<file path="src/rtl/am_envelope_decimator.sv">
// ---------------------------------------------------------------------------
// am_envelope_decimator
//
// Purpose:
//   Envelope front end for the AM demodulator. Takes channel A offset-binary
//   ADC samples, converts them to signed, full-wave rectifies them and sums
//   |x| over a programmable block of N samples (boxcar integrate-and-dump).
//   Each finished block sum is queued in a small show-ahead FIFO that is
//   read through a valid/ready handshake.
//
// Optional feature:
//   AM_ENV_DC_REMOVE_EN - when defined, a first-order IIR DC tracker
//   (time constant 2^DC_SHIFT samples) is subtracted from each sample
//   before rectification. When undefined, the tracker is not built at all.
//
// Ports:
//   main_clk      in   single clock, rising edge
//   rstn          in   asynchronous active-low reset
//   in_data       in   8-bit ADC sample, offset binary (0x80 = mid-scale)
//   in_valid      in   in_data qualifier, no backpressure
//   clear         in   synchronous flush of all datapath/FIFO/counter state
//   decim_ratio   in   block length N (0 behaves as 1)
//   out_data      out  FIFO head, sum of |x| over one block
//   out_valid     out  FIFO not empty
//   out_ready     in   consumer accept, pops when out_valid && out_ready
//   fifo_level    out  FIFO occupancy
//   overflow_cnt  out  count of dropped block sums, saturates at 255
// ---------------------------------------------------------------------------
module am_envelope_decimator #(
    parameter int ACC_W      = 20,
    parameter int FIFO_DEPTH = 4,
    parameter int DC_SHIFT   = 8
) (
    input  logic                          main_clk,
    input  logic                          rstn,
    input  logic [7:0]                    in_data,
    input  logic                          in_valid,
    input  logic                          clear,
    input  logic [11:0]                   decim_ratio,
    output logic [ACC_W-1:0]              out_data,
    output logic                          out_valid,
    input  logic                          out_ready,
    output logic [$clog2(FIFO_DEPTH):0]   fifo_level,
    output logic [7:0]                    overflow_cnt
);

    localparam int PTR_W = $clog2(FIFO_DEPTH);
    localparam int LVL_W = PTR_W + 1;

    // Offset binary to two's complement is just an MSB flip.
    logic signed [7:0] w_s;
    logic [8:0]        w_rect;

    assign w_s = {~in_data[7], in_data[6:0]};

`ifdef AM_ENV_DC_REMOVE_EN
    localparam int DC_W = 8 + DC_SHIFT;

    logic signed [DC_W-1:0] r_dc_acc;
    logic signed [7:0]      w_dc;
    logic signed [8:0]      w_diff;
    logic signed [7:0]      w_sat;

    // The tracker holds DC scaled by 2^DC_SHIFT; the arithmetic shift gives
    // the current DC estimate (floor), which always fits in 8 signed bits.
    assign w_dc   = r_dc_acc[DC_SHIFT +: 8];
    assign w_diff = {w_s[7], w_s} - {w_dc[7], w_dc};

    // Clamp the DC-corrected sample back into 8 signed bits.
    always_comb begin
        w_sat = w_diff[7:0];
        if (w_diff > 9'sd127) begin
            w_sat = 8'sd127;
        end else if (w_diff < -9'sd128) begin
            w_sat = -8'sd128;
        end
    end

    // Magnitude is 9 bits wide so that -128 rectifies to +128.
    assign w_rect = w_sat[7] ? (9'd0 - {1'b1, w_sat}) : {1'b0, w_sat};

    // Leaky integrator: dc_acc += s - dc, using the pre-update dc.
    always_ff @(posedge main_clk or negedge rstn) begin
        if (!rstn) begin
            r_dc_acc <= '0;
        end else if (clear) begin
            r_dc_acc <= '0;
        end else if (in_valid) begin
            r_dc_acc <= r_dc_acc + {{DC_SHIFT{w_s[7]}}, w_s}
                                 - {{DC_SHIFT{w_dc[7]}}, w_dc};
        end
    end
`else
    assign w_rect = w_s[7] ? (9'd0 - {1'b1, w_s}) : {1'b0, w_s};
`endif

    // Stage 1: register the rectified sample.
    logic       r_s1_valid;
    logic [8:0] r_s1_rect;

    always_ff @(posedge main_clk or negedge rstn) begin
        if (!rstn) begin
            r_s1_valid <= 1'b0;
            r_s1_rect  <= '0;
        end else if (clear) begin
            r_s1_valid <= 1'b0;
            r_s1_rect  <= '0;
        end else begin
            r_s1_valid <= in_valid;
            if (in_valid) begin
                r_s1_rect <= w_rect;
            end
        end
    end

    // Stage 2: integrate-and-dump. The block length is captured on the first
    // sample of a block so that mid-block decim_ratio changes wait for the
    // next block.
    logic [ACC_W-1:0] r_acc;
    logic [11:0]      r_count;
    logic [11:0]      r_decim_q;
    logic [11:0]      w_decim_eff;
    logic             w_last;
    logic [ACC_W-1:0] w_sum;
    logic             w_push;

    assign w_decim_eff = (r_count == 12'd0)
                       ? ((decim_ratio == 12'd0) ? 12'd1 : decim_ratio)
                       : r_decim_q;
    assign w_last      = (r_count == (w_decim_eff - 12'd1));
    assign w_sum       = r_acc + ACC_W'(r_s1_rect);
    assign w_push      = r_s1_valid && w_last;

    always_ff @(posedge main_clk or negedge rstn) begin
        if (!rstn) begin
            r_acc     <= '0;
            r_count   <= '0;
            r_decim_q <= 12'd1;
        end else if (clear) begin
            r_acc     <= '0;
            r_count   <= '0;
            r_decim_q <= 12'd1;
        end else if (r_s1_valid) begin
            if (r_count == 12'd0) begin
                r_decim_q <= w_decim_eff;
            end
            if (w_last) begin
                r_acc   <= '0;
                r_count <= '0;
            end else begin
                r_acc   <= w_sum;
                r_count <= r_count + 12'd1;
            end
        end
    end

    // Output FIFO. A push into a full FIFO only succeeds if a pop happens in
    // the same cycle; otherwise the block sum is dropped and counted.
    logic [ACC_W-1:0] r_mem [FIFO_DEPTH];
    logic [PTR_W-1:0] r_wr_ptr;
    logic [PTR_W-1:0] r_rd_ptr;
    logic [LVL_W-1:0] r_level;
    logic [7:0]       r_ovf;
    logic             w_pop;
    logic             w_full;
    logic             w_wr;
    logic             w_drop;

    assign w_pop  = (r_level != '0) && out_ready;
    assign w_full = (r_level == LVL_W'(FIFO_DEPTH));
    assign w_wr   = w_push && (!w_full || w_pop);
    assign w_drop = w_push && w_full && !w_pop;

    always_ff @(posedge main_clk or negedge rstn) begin
        if (!rstn) begin
            for (int i = 0; i < FIFO_DEPTH; i++) begin
                r_mem[i] <= '0;
            end
            r_wr_ptr <= '0;
            r_rd_ptr <= '0;
            r_level  <= '0;
            r_ovf    <= '0;
        end else if (clear) begin
            for (int i = 0; i < FIFO_DEPTH; i++) begin
                r_mem[i] <= '0;
            end
            r_wr_ptr <= '0;
            r_rd_ptr <= '0;
            r_level  <= '0;
            r_ovf    <= '0;
        end else begin
            if (w_wr) begin
                r_mem[r_wr_ptr] <= w_sum;
                r_wr_ptr        <= r_wr_ptr + 1'b1;
            end
            if (w_pop) begin
                r_rd_ptr <= r_rd_ptr + 1'b1;
            end
            case ({w_wr, w_pop})
                2'b10:   r_level <= r_level + 1'b1;
                2'b01:   r_level <= r_level - 1'b1;
                default: r_level <= r_level;
            endcase
            if (w_drop && (r_ovf != 8'hFF)) begin
                r_ovf <= r_ovf + 8'd1;
            end
        end
    end

    assign out_data     = r_mem[r_rd_ptr];
    assign out_valid    = (r_level != '0);
    assign fifo_level   = r_level;
    assign overflow_cnt = r_ovf;

endmodule

</file>
<file path="config.mk">
export PLATFORM = sky130hd
export DESIGN_NAME = am_envelope_decimator
export DESIGN_NICKNAME = d
export VERILOG_FILES = /design/src/rtl/am_envelope_decimator.sv
export SDC_FILE = /design/constraint.sdc
export NUM_CORES = 1
export LEC_CHECK = 0
export ABC_AREA = 1
export CAP_MARGIN = 0
export CORE_MARGIN = 4
export CORE_UTILIZATION = 32
export DETAILED_ROUTE_END_ITERATION = 12
export HOLD_SLACK_MARGIN = 0.06
export PLACE_DENSITY = 0.56
export SLEW_MARGIN = 15
export SYNTH_ARGS = -nofsm -noshare
export SYNTH_HDL_FRONTEND = slang
export SYNTH_SLANG_ARGS = --single-unit
</file>
<file path="constraint.sdc">
create_clock -name main_clk -period 4.8 [get_ports main_clk]
set_input_delay 0.96 -clock main_clk [delete_from_list [all_inputs] [get_ports main_clk]]
set_output_delay 0.96 -clock main_clk [all_outputs]
set_load 0.1 [all_outputs]
</file>
Word level (Yosys, flattened, before mapping)

Cells that the tools add are included.

Register bits: 149
Bits of input ports: 25
Output and inout port bits: 32
Logic and storage cells: 85

$add $sub $neg: 9
$lt $le $gt $ge: 3
Equality and inequality tests: 5
Muxes and demuxes: 31
Bitwise logic cells: 3
Reductions and logical operators: 21

Operators by type and width:

| kind                                                                 | number |
|---|---|
| 80-bit 2-to-1 mux                                                    | 2 |
| 20-bit 2-to-1 mux                                                    | 6 |
| 12-bit 2-to-1 mux                                                    | 8 |
| 80-bit bitwise mux                                                   | 1 |
| 20-bit binary-select mux with 2-bit select                           | 1 |
| 20-bit demux with 2-bit select                                       | 1 |
| 9-bit 2-to-1 mux                                                     | 3 |
| 12-bit zero test                                                     | 2 |
| 20-bit by 9-bit adder with 20-bit output                             | 1 |
| 8-bit 2-to-1 mux                                                     | 2 |
| 12-bit by 1-bit adder with 12-bit output, second input constant      | 1 |
| 12-bit == test                                                       | 1 |
| 2-bit nonzero test                                                   | 6 |
| 12-bit by 1-bit subtractor with 12-bit output, second input constant | 1 |
| 1-bit by 9-bit subtractor with 9-bit output, first input constant    | 1 |
| 8-bit by 1-bit adder with 8-bit output, second input constant        | 1 |
| 2-bit 2-to-1 mux                                                     | 4 |
| 8-bit != test, second input constant                                 | 1 |
| 1-bit logical AND                                                    | 7 |
| 3-bit >= comparator, second input constant                           | 2 |
| 2-bit inverter with 3-bit output                                     | 2 |
| 3-bit one-hot mux with 2 select lines                                | 1 |
| 3-bit nonzero test                                                   | 2 |
| 2-bit by 1-bit adder with 2-bit output, second input constant        | 2 |
| 12 further kinds                                                     | 13 |

Logic depth before layout (Yosys ltp)

Gate-level depths: netlist of run 1.

Word-level depth: 11
Depth in mapped cells: 29
Depth with buffers taken out: 28

Worst setup path before layout of run 1

Ideal clock, no wire load.

Kind: in2reg
Start: input decim_ratio[9]
End: register r_level[2], in the netlist fifo_level[2]
Library setup time: 121 ps
Arrival: 3534 ps
Data required time: 4679 ps
Slack: 1144 ps
Cell stages on the path: 25
Buffers on the path: 0
Cell sequence: inv_1 -> nand2_1 -> nor3_1 -> nand2_1 -> nand3_1 -> nand2_2 -> ha_1 -> xnor2_1 -> inv_1 -> nand3_1 -> nor2_1 -> nand2_1 -> nor2_1 -> nand2_1 -> nor2_1 -> nand4_1 -> nand2_1 -> inv_1 -> fa_1 -> xnor2_1 -> inv_1 -> nand2_1 -> nand2_1 -> nand3_1 -> nand2_1

Word-level cells in the longest chain between the ends: 10
Elaborated cells on any way between the ends: 12
Those cells by class: 1 x add/sub; 3 x eq/ne; 4 x mux; 4 x reduce/logical

Ends and longest elaborated chain:

| what                                                                             | RTL line | source |
|---|---|---|
| start: declaration                                                               | 39       | `input logic [11:0] decim_ratio,` |
| 12-bit zero test                                                                 | 128      | `? ((decim_ratio == 12'd0) ? 12'd1 : decim_ratio)` |
| 12-bit 2-to-1 mux * (2 in a row)                                                 | 128      |  |
| 12-bit by 1-bit subtractor with 12-bit output *                                  | 130      | `assign w_last = (r_count == (w_decim_eff - 12'd1));` |
| 12-bit == test *                                                                 | 130      |  |
| 1-bit logical AND *                                                              | 132      | `assign w_push = r_s1_valid && w_last;` |
| 1-bit logical AND *                                                              | 171      | `assign w_wr = w_push && (!w_full \|\| w_pop);` |
| 2-bit by 1-bit == test with 1-bit output / 2-bit == test (equally long branches) | 199      | `case ({w_wr, w_pop})` |
| 3-bit one-hot mux with 2 select lines                                            | 199      |  |
| 3-bit 2-to-1 mux                                                                 | 183      | `end else if (clear) begin` |
| end signal: assignment                                                           | 200      | `2'b10: r_level <= r_level + 1'b1;` |
| end signal: assignment                                                           | 201      | `2'b01: r_level <= r_level - 1'b1;` |
| end signal: assignment                                                           | 202      | `default: r_level <= r_level;` |
| end: declaration                                                                 | 162      | `logic [LVL_W-1:0] r_level;` |

Every way passes the cells marked *; elsewhere a longest branch is shown, timed or not.
A chain may end at the register's enable or synchronous reset.

Final worst setup path of run 1

Start: input decim_ratio[2]
End: register r_level[2], in the netlist fifo_level[2]

The elaborated chain is that of the path after synthesis.

==> results.cfg, run 1 <==
[synth]
synthArstFlopShare_pct = 100
muxShareOfSynthArea_pct = 0
synth_top_family_by_area = simple AND/OR/NAND/NOR gates
synth_fa_ha_area_share_pct = 3.00
synth_ff_type = dfrtp_1
synth_top_area_share_pct = 41.9
synth-simple-area-share_pct = 33.9
synth_xor_area_share_pct = 3.77
syn-cell-area_um2 = 8830
synth_compound_area_share_pct = 10.1
yosys-top-cells-area = dfrtp_1 42%, nand2_1 13%, nand3_1 8.2%
synth_top_area_cell = dfrtp_1
synth.avg_cell_area_um2 = 7.41
synth_edf_count = 0
synth_cells = 1192
seq_area_frac_synth_pct = 42.2
syn_nets = 1237
ys_types = 49
yosys_warnings = 0
synth_common_cells = 311 x nand2_1, 155 x nor2_1, 148 x dfrtp_1, 145 x nand3_1, 100 x inv_1
ys_ff_latch = 149
synth.most_common_cell = nand2_1

[clock_tree]
cts.sinks = 149
cts_hold_buffers = 0
postCtsSetupRepairBufs = 0
clock_insertion_delay_worst_skew_ns = 0.44
htree_num_levels = 4
cts_root_buffer = clkbuf_16
ctsResizeCount = 0
clk_path_buf_depth = 2
cts_tree = yes
clk_pin_slew_ns = 0.07
cts_buffers = 17

[die]
die_area_um2 = 30300
die_x_um = 174
fp-row-count = 60
num_io_pins = 57
start_util_pct = 32.7
die_y_um = 174
core_um2 = 27000

[sta]
hold_viol = 0
final-setup-viol-count = 0
grt_setup_unrepaired = no
worst_slew_pin_slew_ns = 0.996
setup_tns_ns = 0
finalCritPeriodShare_pct = 85.9
clock-skew-final_ns = 0.0169
slew_viol_final = 0
slew_headroom_pct = 33.6
period_minus_slack_ns = 4.12
max_freq_mhz = 242

[routing]
wl_per_cell_um = 16.2
antenna_left = 0
totalWireLength_mm = 25.9
drt_iter0_drc = 680
via_per_inst = 5.07
firstDrtPassIters = 5
vias = 8074
drcViolationCount = 0

[placement]
place_hpwl_mm = 17.6
place_inst = 1561
place_area_um2 = 9700
port-buffer-count = 56
place_congestion = 0.878

[grt]
grt_max_degree = 90
grt_pass1_wl_mm = 42.4
grt_pass1_vias = 7822
grt_most_used_layer = met2
use_met3_pct = 2.91
grtUsageMet2_pct = 26.9
overflow = 0
grt_usage_pct = 17.3
use_met1_pct = 24.7
antenna_found_initial = 0

[pwr]
p_per_area_nw_per_um2 = 443
max-vdd-ir-drop_mv = 0.488
p_leak_nw = 5.09

[setup_path]
worstSetupStartpointType = primary input
slowest_stage = clkdlybuf4s50_1
worstPathRequired_ns = 5.11
cpMostUsedCell = nand2_1
worstPathArrival_ns = 4.44
worstSetupPathType = primary input to flop
cpPeakStageDelay_ns = 0.47
endpoint_kind = flop
worstPathMaxFanout = 6

[layout]
drive_gt1_share_pct = 9.82
num-nets-final = 1284
finalNonFillerCells = 1593
num_antenna_cells = 0
finalInstanceArea_um2 = 10300
utilization_pct = 38.0
area_growth_pct = 16.3

[run_status]
status = complete, no violations

[job]
maxCapViolations = 0

[min_path]
hp-class = flop to flop
## placed cells by master (no fill, tap or decap), types with 3 or more instances in the layout
master and n:
inv_6 6, nand2_4 5, nand2_2 11, clkbuf_16 17, nand4_2 3, nand2_1 311
buf_4 39, xor2_1 34, clkdlybuf4s50_1 35, o21ai_0 78, o22ai_1 50, nor2_1 154
clkinv_4 4, xnor2_1 4, nor2_4 6, dfrtp_1 148, nor3_1 10, nand4_1 7
inv_1 99, clkinv_1 3, nand3_1 145, nor2_2 9, inv_2 4, a21oi_1 14
ha_1 18
## path summary, 6_finish.rpt
check / startpoint / endpoint / slack (ns) / cells after the start
hold / removal: r_mem[17] / r_mem[17] / 0.47 / 2
hold reg to reg: r_mem[17] / r_mem[17] / 0.47 / 2
setup / recovery: decim_ratio[2] / fifo_level[2] / 0.68 / 27
setup reg to reg: r_count[0] / fifo_level[2] / 0.83 / 26
min in group asynchronous: rstn / r_s1_rect[2] / 0.59 / 1
max in group asynchronous: rstn / r_mem[37] / 3.19 / 2
## layer usage
layer	vias up	wire (um)
li1	3978	-
met1	3895	12600
met2	175	11800
met3	26	1030
met4	0	415
met5	-	0
## state kept, by name, indices dropped and copies added (netlist names), 2 cells and up
register	flops
r_mem	80
r_acc	20
r_count	12
r_decim_q	12
r_s1_rect	9
overflow_cnt	8
fifo_level	3
r_rd_ptr	2
r_wr_ptr	2
## area by class of cell
class / instances / area (um2)
clock buffers: 18 / 429
clock inverters: 14 / 141
fillers: 2826 / 16800
inverters: 107 / 403
multi-input cells: 889 / 4480
flip-flops and latches: 149 / 3730
well taps: 341 / 427
repair buffers: 75 / 654
## where the power goes
| part | leakage [nW] | total, W | internal, W | switching (W) |
|---|---|---|---|---|
| Sequential | 2.05 | 0.00138 | 0.00133 | 0.0000584 |
| Clock | 0.279 | 0.00132 | 0.000729 | 0.000595 |
| Combinational | 2.76 | 0.00184 | 0.000445 | 0.00139 |
| Total | 5.09 | 0.00455 | 0.00250 | 0.00205 |
## through the flow
stage	total power [W]	setup slack, ns	hold slack, ns
floorplan	0.00279	1.14	0.443
global placement	0.00324	0.345	0.454
detailed placement	0.00324	0.285	0.459
CTS	0.00457	0.719	0.477
global route	0.00478	0.307	0.492
finish	0.00455	0.676	0.474
## kinds of logic (layout without fill, tap and decap cells)
family                     count (synthesis)  count (layout)
adders and majority gates                 20              20
buffers and inverters                    154             214
DFF                                      149             149
xor gates and xnor gates                  38              38
and+or+nand+nor                          675             675
AOI/OAI and AO/OA                        156             156
## critical path: cells and delay by family
family / cells / cell delay (ns)
adders and majority gates: 2 / 0.63
and+or+nand+nor: 20 / 1.91
xor gates and xnor gates: 1 / 0.21
buffers and inverters: 4 / 0.70
Note: power is estimated with default switching activity, not from simulation.
==> run 2, diff against run 1 <==
--- a/config.mk
+++ b/config.mk
@@ -7,7 +7,7 @@
 export LEC_CHECK = 0
 export ABC_AREA = 1
 export CAP_MARGIN = 0
-export CORE_MARGIN = 4
+export CORE_MARGIN = 5
 export CORE_UTILIZATION = 32
 export DETAILED_ROUTE_END_ITERATION = 12
 export HOLD_SLACK_MARGIN = 0.06
==> results.cfg, run 2 (same netlist as run 1, synthesis figures left out) <==
[clock_tree]
cts_hold_buffers = 0
clk_pin_slew_ns = 0.07
cts_tree = yes
cts.sinks = 149
htree_num_levels = 4
clock_insertion_delay_worst_skew_ns = 0.44
cts_buffers = 17
postCtsSetupRepairBufs = 0
cts_root_buffer = clkbuf_16
clk_path_buf_depth = 2
ctsResizeCount = 0

[sta]
final-setup-viol-count = 0
clock-skew-final_ns = 0.0139
grt_setup_unrepaired = no
slew_viol_final = 0
worst_slew_pin_slew_ns = 1.05
hold_viol = 0
timing.hold.ws_ns = 0.476
period_minus_slack_ns = 4.09
worst_slack_ns = 0.714
finalCritPeriodShare_pct = 85.1
slew_headroom_pct = 29.5
setup_tns_ns = 0
max_freq_mhz = 245

[die]
die_y_um = 176
start_util_pct = 32.7
num_io_pins = 57
core_um2 = 27000
die_area_um2 = 31000
fp-row-count = 60
die_x_um = 176

[setup_path]
endpoint_kind = flop
worstPathMaxFanout = 6
worstSetupStartpointType = primary input
slowest_stage = clkdlybuf4s50_1
worstSetupPathType = primary input to flop
worstPathRequired_ns = 5.12
cpMostUsedCell = nand2_1
cpPeakStageDelay_ns = 0.48
worstPathArrival_ns = 4.41

[grt]
grt_pass1_vias = 7772
grt_pass1_wl_mm = 41.8
grt_max_degree = 98
overflow = 0
grt_usage_pct = 16.7
antenna_found_initial = 0

[routing]
vias = 7980
antenna_left = 0
wl_per_cell_um = 15.9
firstDrtPassIters = 5
via_per_inst = 5.01
drt_iter0_drc = 605
totalWireLength_mm = 25.4
drcViolationCount = 0

[layout]
fill_cells = 2845
top_regs = r_mem (80), r_acc (20)
multi_input_area_um2 = 4480
final_common_cell = nand2_1
num_antenna_cells = 0
largest_reg_flops = 80
drive_gt1_share_pct = 9.82
utilization_pct = 38.1
area_growth_pct = 16.6
num-nets-final = 1284
regMostFlops = r_mem
final_cell_mix = 311 x nand2_1, 155 x nor2_1, 148 x dfrtp_1
finalInstanceArea_um2 = 10300
regArea_um2 = 3730

[pwr]
max-vdd-ir-drop_mv = 0.211
p_leak_nw = 5.10
p_per_area_nw_per_um2 = 446

[min_path]
hp-class = flop to flop

[placement]
port-buffer-count = 56
place_ws_ns = 0.289
place_congestion = 0.856
place_hpwl_mm = 17.4
place_area_um2 = 9690

[run_status]
status = complete, no violations

[job]
maxCapViolations = 0
-- run 2: cell types whose count changed in the layout (fill, tap and decap cells not counted), sizes merged --
cell,change
clkinv,-3
bufinv,+1
clkinvlp,+2
-- run 2: worst paths after layout --
check                               startpoint            end  slack [ns]  cells past startpoint
worst max-delay path            decim_ratio[2]  fifo_level[2]        0.71                     27
worst min-delay path                 r_mem[11]      r_mem[11]        0.48                      2
worst max register to register      r_count[0]  fifo_level[2]        0.87                     25
worst min register to register       r_mem[11]      r_mem[11]        0.48                      2
max in group asynchronous                 rstn      r_acc[13]        3.16                      2
min in group asynchronous                 rstn   r_s1_rect[2]        0.61                      1
-- run 2: area by class of cell --
class	instances	area share [%]
inverters	107	3.91
well taps	341	4.14
clock inverters	14	1.60
flip-flops and latches	149	36.2
clock buffers	18	4.26
multi-input cells	889	43.5
repair buffers	75	6.35
-- run 2: routing by layer --
layer  up-vias  GRT usage (%)  wire, um
met4         0           5.04       446
met2       183           26.5     11500
met1      3795           23.6     12400
met5         -              0         0
met3        26           2.81      1030
li1       3976              -         -
-- run 2: power breakdown --
part	switching, W	total (W)	internal (W)
Clock	0.000593	0.00139	0.000796
Sequential	0.0000556	0.00138	0.00133
Combinational	0.00138	0.00183	0.000446
-- run 2: critical path, delay by kind of cell --
kind	cells	cell delay, ns
AND/OR/NAND/NOR	20	1.89
buffers and inverters	4	0.71
adder cells (fa/ha/maj)	2	0.65
XOR/XNOR	1	0.21
-- run 2: through the flow --
step / total power [W] / std cells
final: 0.00460 / 1593
after global routing: 0.00484 / 1593
after global placement: 0.00323 / 1561
after detailed placement: 0.00323 / 1561
after CTS: 0.00463 / 1593
after floorplan: 0.00279 / 1192
